## src/rtl/mem2wb_pkg.sv

```systemverilog
// Shared constants for the MEM/WB pipeline register and its write-enable sanitiser.
// Register address 0 is the hardwired $zero; writes to it never reach the regfile.
package mem2wb_pkg;

    localparam int unsigned NOP_REG_ADDR = 0;
    localparam logic [63:0] ZERO_WORD    = 64'h0;

endpackage

```

## src/rtl/mem2wb_wreg_sanitise.sv

```systemverilog
// Combinational write-enable mask: squashes $zero writes and same-bundle collisions,
// keeping only the youngest (highest-numbered) lane for any repeated destination.
module mem2wb_wreg_sanitise
    import mem2wb_pkg::*;
#(
    parameter int LANES  = 2,
    parameter int ADDR_W = 5
) (
    input  logic [LANES*ADDR_W-1:0] wd,
    input  logic [LANES-1:0]        wreg,
    output logic [LANES-1:0]        wreg_clean
);

    // NOTE: full default assignment before the loops, so no path leaves a bit unassigned (no latch).
    always_comb begin
        wreg_clean = wreg;
        for (int k = 0; k < LANES; k++) begin
            if (wd[k*ADDR_W +: ADDR_W] == ADDR_W'(NOP_REG_ADDR)) begin
                wreg_clean[k] = 1'b0;
            end
            for (int j = k + 1; j < LANES; j++) begin
                if (wreg[j] && (wd[j*ADDR_W +: ADDR_W] == wd[k*ADDR_W +: ADDR_W])) begin
                    wreg_clean[k] = 1'b0;
                end
            end
        end
    end

endmodule

```

## src/rtl/mem2wb_pipe_reg.sv

```systemverilog
// MEM/WB pipeline register for LANES parallel write bundles with valid/ready and flush.
// Optional MEM2WB_SKID_EN adds a one-entry skid so mem_ready_o comes straight from a flop.
module mem2wb_pipe_reg
    import mem2wb_pkg::*;
#(
    parameter int LANES  = 2,
    parameter int ADDR_W = 5,
    parameter int DATA_W = 32
) (
    input  logic                    clk_i,
    input  logic                    rst_i,
    input  logic                    flush_i,
    input  logic                    mem_valid_i,
    output logic                    mem_ready_o,
    input  logic [LANES*ADDR_W-1:0] mem_wd_i,
    input  logic [LANES-1:0]        mem_wreg_i,
    input  logic [LANES*DATA_W-1:0] mem_wdata_i,
    output logic                    wb_valid_o,
    input  logic                    wb_ready_i,
    output logic [LANES*ADDR_W-1:0] wb_wd_o,
    output logic [LANES-1:0]        wb_wreg_o,
    output logic [LANES*DATA_W-1:0] wb_wdata_o
);

    typedef struct packed {
        logic [ADDR_W-1:0] addr;
        logic              wreg;
        logic [DATA_W-1:0] data;
    } lane_t;

    localparam lane_t NOP_LANE = '{
        addr: ADDR_W'(NOP_REG_ADDR),
        wreg: 1'b0,
        data: DATA_W'(ZERO_WORD)
    };

    lane_t [LANES-1:0] in_lanes;
    lane_t [LANES-1:0] out_q;
    logic  [LANES-1:0] wreg_clean;
    logic              accept;

    mem2wb_wreg_sanitise #(
        .LANES  (LANES),
        .ADDR_W (ADDR_W)
    ) u_sanitise (
        .wd         (mem_wd_i),
        .wreg       (mem_wreg_i),
        .wreg_clean (wreg_clean)
    );

    for (genvar k = 0; k < LANES; k++) begin : g_lane
        assign in_lanes[k] = '{
            addr: mem_wd_i[k*ADDR_W +: ADDR_W],
            wreg: wreg_clean[k],
            data: mem_wdata_i[k*DATA_W +: DATA_W]
        };
        assign wb_wd_o[k*ADDR_W +: ADDR_W]    = out_q[k].addr;
        assign wb_wreg_o[k]                   = out_q[k].wreg;
        assign wb_wdata_o[k*DATA_W +: DATA_W] = out_q[k].data;
    end

`ifdef MEM2WB_SKID_EN
    lane_t [LANES-1:0] skid_q;
    logic              skid_valid_q;
    logic              out_free;

    assign out_free    = ~wb_valid_o | wb_ready_i;
    assign mem_ready_o = ~skid_valid_q;
    assign accept      = mem_valid_i & mem_ready_o & ~flush_i;

    // NOTE: sequential state uses non-blocking assignments only, so every flop samples pre-edge values.
    always_ff @(posedge clk_i or negedge rst_i) begin
        if (!rst_i) begin
            wb_valid_o   <= 1'b0;
            skid_valid_q <= 1'b0;
            for (int k = 0; k < LANES; k++) begin
                out_q[k]  <= NOP_LANE;
                skid_q[k] <= NOP_LANE;
            end
        end else if (flush_i) begin
            wb_valid_o   <= 1'b0;
            skid_valid_q <= 1'b0;
            for (int k = 0; k < LANES; k++) begin
                out_q[k]  <= NOP_LANE;
                skid_q[k] <= NOP_LANE;
            end
        end else if (out_free) begin
            // A parked bundle is older than anything on the input, so it drains first.
            if (skid_valid_q) begin
                out_q        <= skid_q;
                skid_valid_q <= 1'b0;
                wb_valid_o   <= 1'b1;
            end else if (accept) begin
                out_q      <= in_lanes;
                wb_valid_o <= 1'b1;
            end else begin
                wb_valid_o <= 1'b0;
            end
        end else if (accept) begin
            skid_q       <= in_lanes;
            skid_valid_q <= 1'b1;
        end
    end
`else
    assign mem_ready_o = ~wb_valid_o | wb_ready_i;
    assign accept      = mem_valid_i & mem_ready_o & ~flush_i;

    always_ff @(posedge clk_i or negedge rst_i) begin
        if (!rst_i) begin
            wb_valid_o <= 1'b0;
            for (int k = 0; k < LANES; k++) out_q[k] <= NOP_LANE;
        end else if (flush_i) begin
            wb_valid_o <= 1'b0;
            for (int k = 0; k < LANES; k++) out_q[k] <= NOP_LANE;
        end else if (accept) begin
            out_q      <= in_lanes;
            wb_valid_o <= 1'b1;
        end else if (wb_ready_i) begin
            // Payload is left as-is once consumed; only the valid bit drops.
            wb_valid_o <= 1'b0;
        end
    end
`endif

endmodule

```

## config.mk

```make
export PLATFORM = sky130hd
export DESIGN_NAME = mem2wb_pipe_reg
export DESIGN_NICKNAME = d
export VERILOG_FILES = /design/src/rtl/mem2wb_pkg.sv /design/src/rtl/mem2wb_wreg_sanitise.sv /design/src/rtl/mem2wb_pipe_reg.sv
export SDC_FILE = /design/constraint.sdc
export NUM_CORES = 1
export LEC_CHECK = 0
export CAP_MARGIN = 10
export CORE_UTILIZATION = 34
export CTS_BUF_LIST = sky130_fd_sc_hd__clkbuf_16
export CTS_CLUSTER_DIAMETER = 120
export DETAILED_ROUTE_END_ITERATION = 10
export PLACE_DENSITY = 0.75
export SLEW_MARGIN = 20
export SYNTH_ARGS = -nofsm -noshare
export SYNTH_HDL_FRONTEND = slang
export SYNTH_SLANG_ARGS = --single-unit
```

## constraint.sdc

```tcl
create_clock -name clk_i -period 1.4 [get_ports clk_i]
set_clock_uncertainty 0.15 [all_clocks]
set_input_delay 0.28 -clock clk_i [delete_from_list [all_inputs] [get_ports clk_i]]
set_output_delay 0.28 -clock clk_i [all_outputs]
set_load 0.02 [all_outputs]
```

==> impl_metrics.json, run 1 <==
{
  "outcome": "finished, violations left",
  "violations": "negative setup slack",
  "p_sw_w": 0.00137,
  "fp.dieH_um": 93.3,
  "route.detailed.drc": 0,
  "cts_buffers": 9,
  "layout_setup_ws_ps": -176,
  "drv_slew": 0,
  "p_leak_nw": 2.37,
  "core-area_sq_um": 7890,
  "maxCapViolations": 0,
  "port_buffers": 158,
  "place_congestion": 0.703,
  "finalCritPeriodShare_pct": 113,
  "p_comb_share_pct": 17.3,
  "rsz0062_at_grt": "true",
  "fin_crit_ps": 1580,
  "critPathKind": "register to register",
  "grt_use_total_pct": 18.9,
  "grt_pass1_wl_um": 12500,
  "dpl_cell_area_sq_um": 4630,
  "nNetsFinal": 447,
  "final_util_pct": 59.9,
  "drtIter0Drc": 60,
  "vdd_drop_max_v": 0.000764,
  "die_area_sq_um": 8700,
  "powerDensity_nw_per_um2": 1180,
  "cts.clk_slew.worst_paths_ps": 60,
  "hold_path.class": "register to register",
  "ant_nets": 0,
  "power_frac_seq_pct": 43.6,
  "grt_max_degree": 46,
  "syn_inst": 188,
  "critPathLaunchType": "register",
  "cp-endpoint": "wb_wreg_o[0]",
  "die_x_um": 93.3,
  "r2r_end": "wb_wreg_o[0]",
  "grt_overflow": 0,
  "syn_nets": 269,
  "wl_um": 8000,
  "synth_seq_cells": 77,
  "finalHoldViolCount": 0,
  "rows": 32,
  "clockBufferDepth": 2,
  "clock_sinks": 77,
  "crit_path_start": "wb_valid_o",
  "clk_latency_ps": 310,
  "reg2reg_depth": 7,
  "worstHoldStart": "wb_wreg_o[0]",
  "pin_count": 159,
  "yosysSeqAreaShare_pct": 68.0,
  "vias": 2341,
  "dp_hpwl_um": 5630,
  "endpoint_kind": "register",
  "wire_per_inst_um": 16.9,
  "syn_avg_cell_area_sq_um": 15.1,
  "antenna_found_initial": 0,
  "start_util_pct": 35.9,
  "power.share.switching_pct": 24.5,
  "yosys_warnings": 0,
  "worstMarginPinSlew_ps": 394,
  "firstDrtPassIters": 4,
  "intPower_w": 0.00421,
  "final_area_sq_um": 4720,
  "grt_pass1_vias": 2471,
  "r2r_slack_ps": -180,
  "via_per_inst": 4.95,
  "fmaxAchievable_mhz": 635,
  "syn2layout_area_growth_pct": 66.7,
  "diodes": 0,
  "reg2reg_from": "wb_valid_o",
  "cts_root_buffer": "clkbuf_16",
  "tritoncts": "yes",
  "clkPwrFrac_pct": 39.1,
  "crit_arrival_ps": 1670,
  "htreeDepth": 3,
  "netlist_area_sq_um": 2830,
  "cp_data_required_time_ps": 1500,
  "setup_viol": 78,
  "slew_headroom_pct": 73.8,
  "synth_cell_types": 21,
  "cp_max_fo": 4,
  "drive_above_1_share_pct": 32.3
}
[Yosys cell counts]
cell type | n | area, sq um
inv_2 | 1 | 3.75
xor2_1 | 4 | 35.0
a21oi_2 | 1 | 8.76
a32o_1 | 1 | 10.0
buf_6 | 4 | 45.0
nand2_1 | 2 | 7.51
a22o_1 | 74 | 648
nor4_1 | 1 | 6.26
nor3b_2 | 1 | 12.5
nor2_1 | 3 | 11.3
nor2b_4 | 1 | 13.8
or4_1 | 1 | 7.51
o21ai_1 | 1 | 5.00
dfrtp_1 | 77 | 1930
and3_1 | 1 | 6.26
buf_4 | 3 | 22.5
nor3_1 | 1 | 5.00
o211ai_1 | 1 | 7.51
clkbuf_1 | 2 | 7.51
buf_2 | 7 | 35.0
xnor2_1 | 1 | 8.76
[cell usage in the layout, fill, tap and decap left out, types with 2 or more instances in the layout]
master,n
a22o_1,74
buf_12,7
buf_2,70
buf_4,11
buf_6,6
clkbuf_16,10
clkdlybuf4s15_2,7
clkdlybuf4s50_1,78
clkinv_1,3
dfrtp_1,76
nand2_1,2
nor2_1,3
xor2_1,4
[stage by stage]
stage                     power (W)  instances  TNS [ps]  hold slack [ps]  worst slack, ps
final                       0.00558        473    -11160              332             -176
after global routing        0.00582        473    -16750              361             -257
after global placement      0.00349        449    -36090              115             -499
after floorplan             0.00287        188     -3790             -166            -63.3
after detailed placement    0.00351        449    -40500              121             -590
after CTS                   0.00570        472    -13090              343             -208
[how the worst min path moves through the flow]
stage,end,depth (start not counted)
after floorplan,wb_valid_o,0
after global placement,wb_wdata_o[56],2
after detailed placement,wb_wdata_o[56],2
after CTS,wb_wdata_o[56],3
after global routing,wb_wreg_o[1],1
final,wb_wreg_o[0],2
[what timing repair did]
action | CTS | global route
resized for setup | 267 | 54
setup buffers | 4 | 0
pin swaps | 7 | 4
cloned | 2 | 1
hold buffers | 1 | 0
hold endpoints to repair | 77 | 0
endpoints found under the setup margin | 154 | 132
[registers in the layout (all words and copies together) (netlist names)]
name,cells
wb_wdata_o,64
wb_wd_o,10
wb_wreg_o,2
wb_valid_o,1
[critical path: stages (launching register included)]
cell and delay, ps:
dfrtp_2 400, nor2b_4 140, buf_6 110, nor3b_4 220, buf_6 180, buf_12 110, o211ai_1 70, o21ai_1 120
[power by group through the flow]
stage               clock network (W)  registers, W  logic (W)
finish                        0.00218       0.00243   0.000965
global route                  0.00234       0.00245    0.00103
CTS                           0.00223       0.00244    0.00103
detailed placement                  0       0.00247    0.00104
global placement                    0       0.00247    0.00102
floorplan                           0       0.00264   0.000230
[area by class of cell]
cell class / count / area, sq um
clock buffer: 9 / 225
fill: 674 / 3160
sequential: 77 / 1930
inverter: 1 / 6.26
timing repair buffer: 183 / 1570
clock inverter: 7 / 57.6
tap: 102 / 128
multi-input combinational: 94 / 807
[cell families (layout without fill, tap and decap cells)]
| family | Yosys count | count (layout) | synth area share, % |
|---|---|---|---|
| AOI/OAI and AO/OA | 78 | 78 | 24.0 |
| xor gates and xnor gates | 5 | 5 | 1.55 |
| DFF | 77 | 77 | 68.0 |
| buffers and inverters | 17 | 200 | 4.02 |
| and+or+nand+nor | 11 | 11 | 2.47 |
[layer usage]
layer	wire length, um	global-route usage (%)	up-vias
met5	0	0	-
met4	92	6.28	0
met3	575	4.23	6
met2	3910	32.2	91
met1	3430	23.8	1160
li1	-	-	1084
No activity file was read; power rests on OpenSTA's default activity.
==> inputs of run 2 (changes only) <==
Settings changed: CORE_MARGIN from default to 4, CORE_UTILIZATION 34 to 38, PLACE_DENSITY 0.75 to 0.8, RECOVER_POWER from default to 100.
Clock period 1.4 ns to 1.8 ns, I/O delays scaled along.
==> impl_metrics.json, run 2 (same netlist as run 1, synthesis figures left out) <==
{
  "hold_path.class": "register to register",
  "antenna_found_initial": 0,
  "route.detailed.drc": 0,
  "dp_slack_ps": -272,
  "cp_slowest_stage_delay_ps": 610,
  "fmaxAchievable_mhz": 562,
  "final_area_sq_um": 4800,
  "diodes": 0,
  "pin_count": 159,
  "outcome": "complete, no violations",
  "drv_slew": 0,
  "fin_crit_ps": 1780,
  "tritoncts": "yes",
  "endpoint_kind": "primary output",
  "cts_root_buffer": "clkbuf_16",
  "wire_per_inst_um": 18.2,
  "place_congestion": 0.693,
  "wl_um": 8480,
  "rows": 31,
  "port_buffers": 158,
  "finalHoldViolCount": 0,
  "critPathLaunchType": "register",
  "path_delay_family": "buffers and inverters",
  "clk_latency_ps": 320,
  "die_area_sq_um": 8900,
  "finalCritPeriodShare_pct": 98.8,
  "syn2layout_area_growth_pct": 69.4,
  "mostFrequentLayoutCell": "clkdlybuf4s50_1",
  "cp_cell_sequence": "clkdlybuf4s50_1",
  "htreeDepth": 3,
  "stdcell_count": 466,
  "cp_num_buf_inv": 1,
  "postCtsSetupBuffers": 0,
  "powerDensity_nw_per_um2": 966,
  "cp_max_fo": 2,
  "setup_viol": 0,
  "r2r_slack_ps": 120,
  "drtIter0Drc": 84,
  "grt_pass1_wl_um": 12900,
  "maxCapViolations": 0,
  "grt_max_degree": 78,
  "slowest_stage": "clkdlybuf4s50_1",
  "critPathKind": "register to primary output",
  "slew_headroom_pct": 36.6,
  "die_x_um": 94.4,
  "ant_nets": 0,
  "grt_pass1_vias": 2479,
  "largest_reg_flops": 64,
  "clockBufferDepth": 2,
  "rsz0062_at_grt": "false",
  "grt_overflow": 0,
  "cp_data_required_time_ps": 1290,
  "fp.dieH_um": 94.4,
  "firstDrtPassIters": 4,
  "grt_use_total_pct": 18.9,
  "crit_arrival_ps": 1270,
  "drive_above_1_share_pct": 11.2,
  "vdd_drop_max_v": 0.000537,
  "place_inst": 449,
  "via_per_inst": 4.98,
  "vias": 2322,
  "layout_setup_ws_ps": 21.4,
  "clock_sinks": 77,
  "p_leak_nw": 2.44,
  "worstMarginPinSlew_ps": 951,
  "cts.clk_slew.worst_paths_ps": 60,
  "nNetsFinal": 443,
  "core-area_sq_um": 7250,
  "cts_buffers": 9,
  "power_w": 0.00464,
  "mostFrequentLayoutCells": "clkdlybuf4s50_1 (80), dfrtp_1 (77), a22o_1 (74)",
  "dpl_cell_area_sq_um": 4670,
  "dp_hpwl_um": 6050,
  "start_util_pct": 39.1
}
## run 2: cell count changes in the layout (fill, tap and decap cells not counted), sizes merged, moves of 2 or more
cell and delta:
buf -77, bufinv +2, clkbuf +16, clkdlybuf4s15 -7, clkdlybuf4s50 +2, dlygate4sd2 +62
## run 2: final cells by class
class                           instances  area [sq um]
Clock buffer                            9           225
Tap cell                               99           124
Clock inverter                          7           114
Fill cell                             597          2450
Sequential cell                        77          1930
Inverter                                1          3.75
Multi-Input combinational cell         94           807
Timing Repair Buffer                  179          1600
## run 2: routing by layer
metal | track usage (%) | vias up | wire length [um]
met5 | 0 | - | 0
met4 | 5.05 | 0 | 105
met3 | 6.77 | 11 | 667
met2 | 29.5 | 100 | 4070
met1 | 25.1 | 1137 | 3640
li1 | - | 1074 | -
## run 2: power by group
| group | internal, W | total [W] | switching (W) | leakage (nW) |
|---|---|---|---|---|
| clock | 0.00135 | 0.00202 | 0.000675 | 0.169 |
| combinational | 0.000362 | 0.000723 | 0.000361 | 1.24 |
| sequential | 0.00184 | 0.00189 | 0.0000562 | 1.03 |
## run 2: path summary, 6_finish.rpt
kind / startpoint / endpoint / cells past startpoint
min reg2reg: wb_wreg_o[0] / wb_wreg_o[0] / 2
max: wb_wdata_o[18] / wb_wdata_o[18] / 1
min: wb_wreg_o[0] / wb_wreg_o[0] / 2
max in group asynchronous: rst_i / wb_wdata_o[24] / 3
min in group asynchronous: rst_i / wb_wdata_o[3] / 3
max reg2reg: wb_valid_o / wb_wdata_o[28] / 6
## run 2: what timing repair did
item,in CTS,in global routing
gates resized for setup,65,14
gates cloned,0,0
endpoints found under the hold margin,77,0
hold buffers,1,0
endpoints found under the setup margin,64,14
## run 2: metrics by stage
stage          TNS, ps  util [%]  hold slack (ps)
2_1_floorplan        0         -            -85.6
3_3_place_gp     -9410      64.3              257
3_5_place_dp    -13110      64.3              265
4_1_cts              0      68.1              342
5_1_grt              0      66.2              364
6_report             0      66.2              332
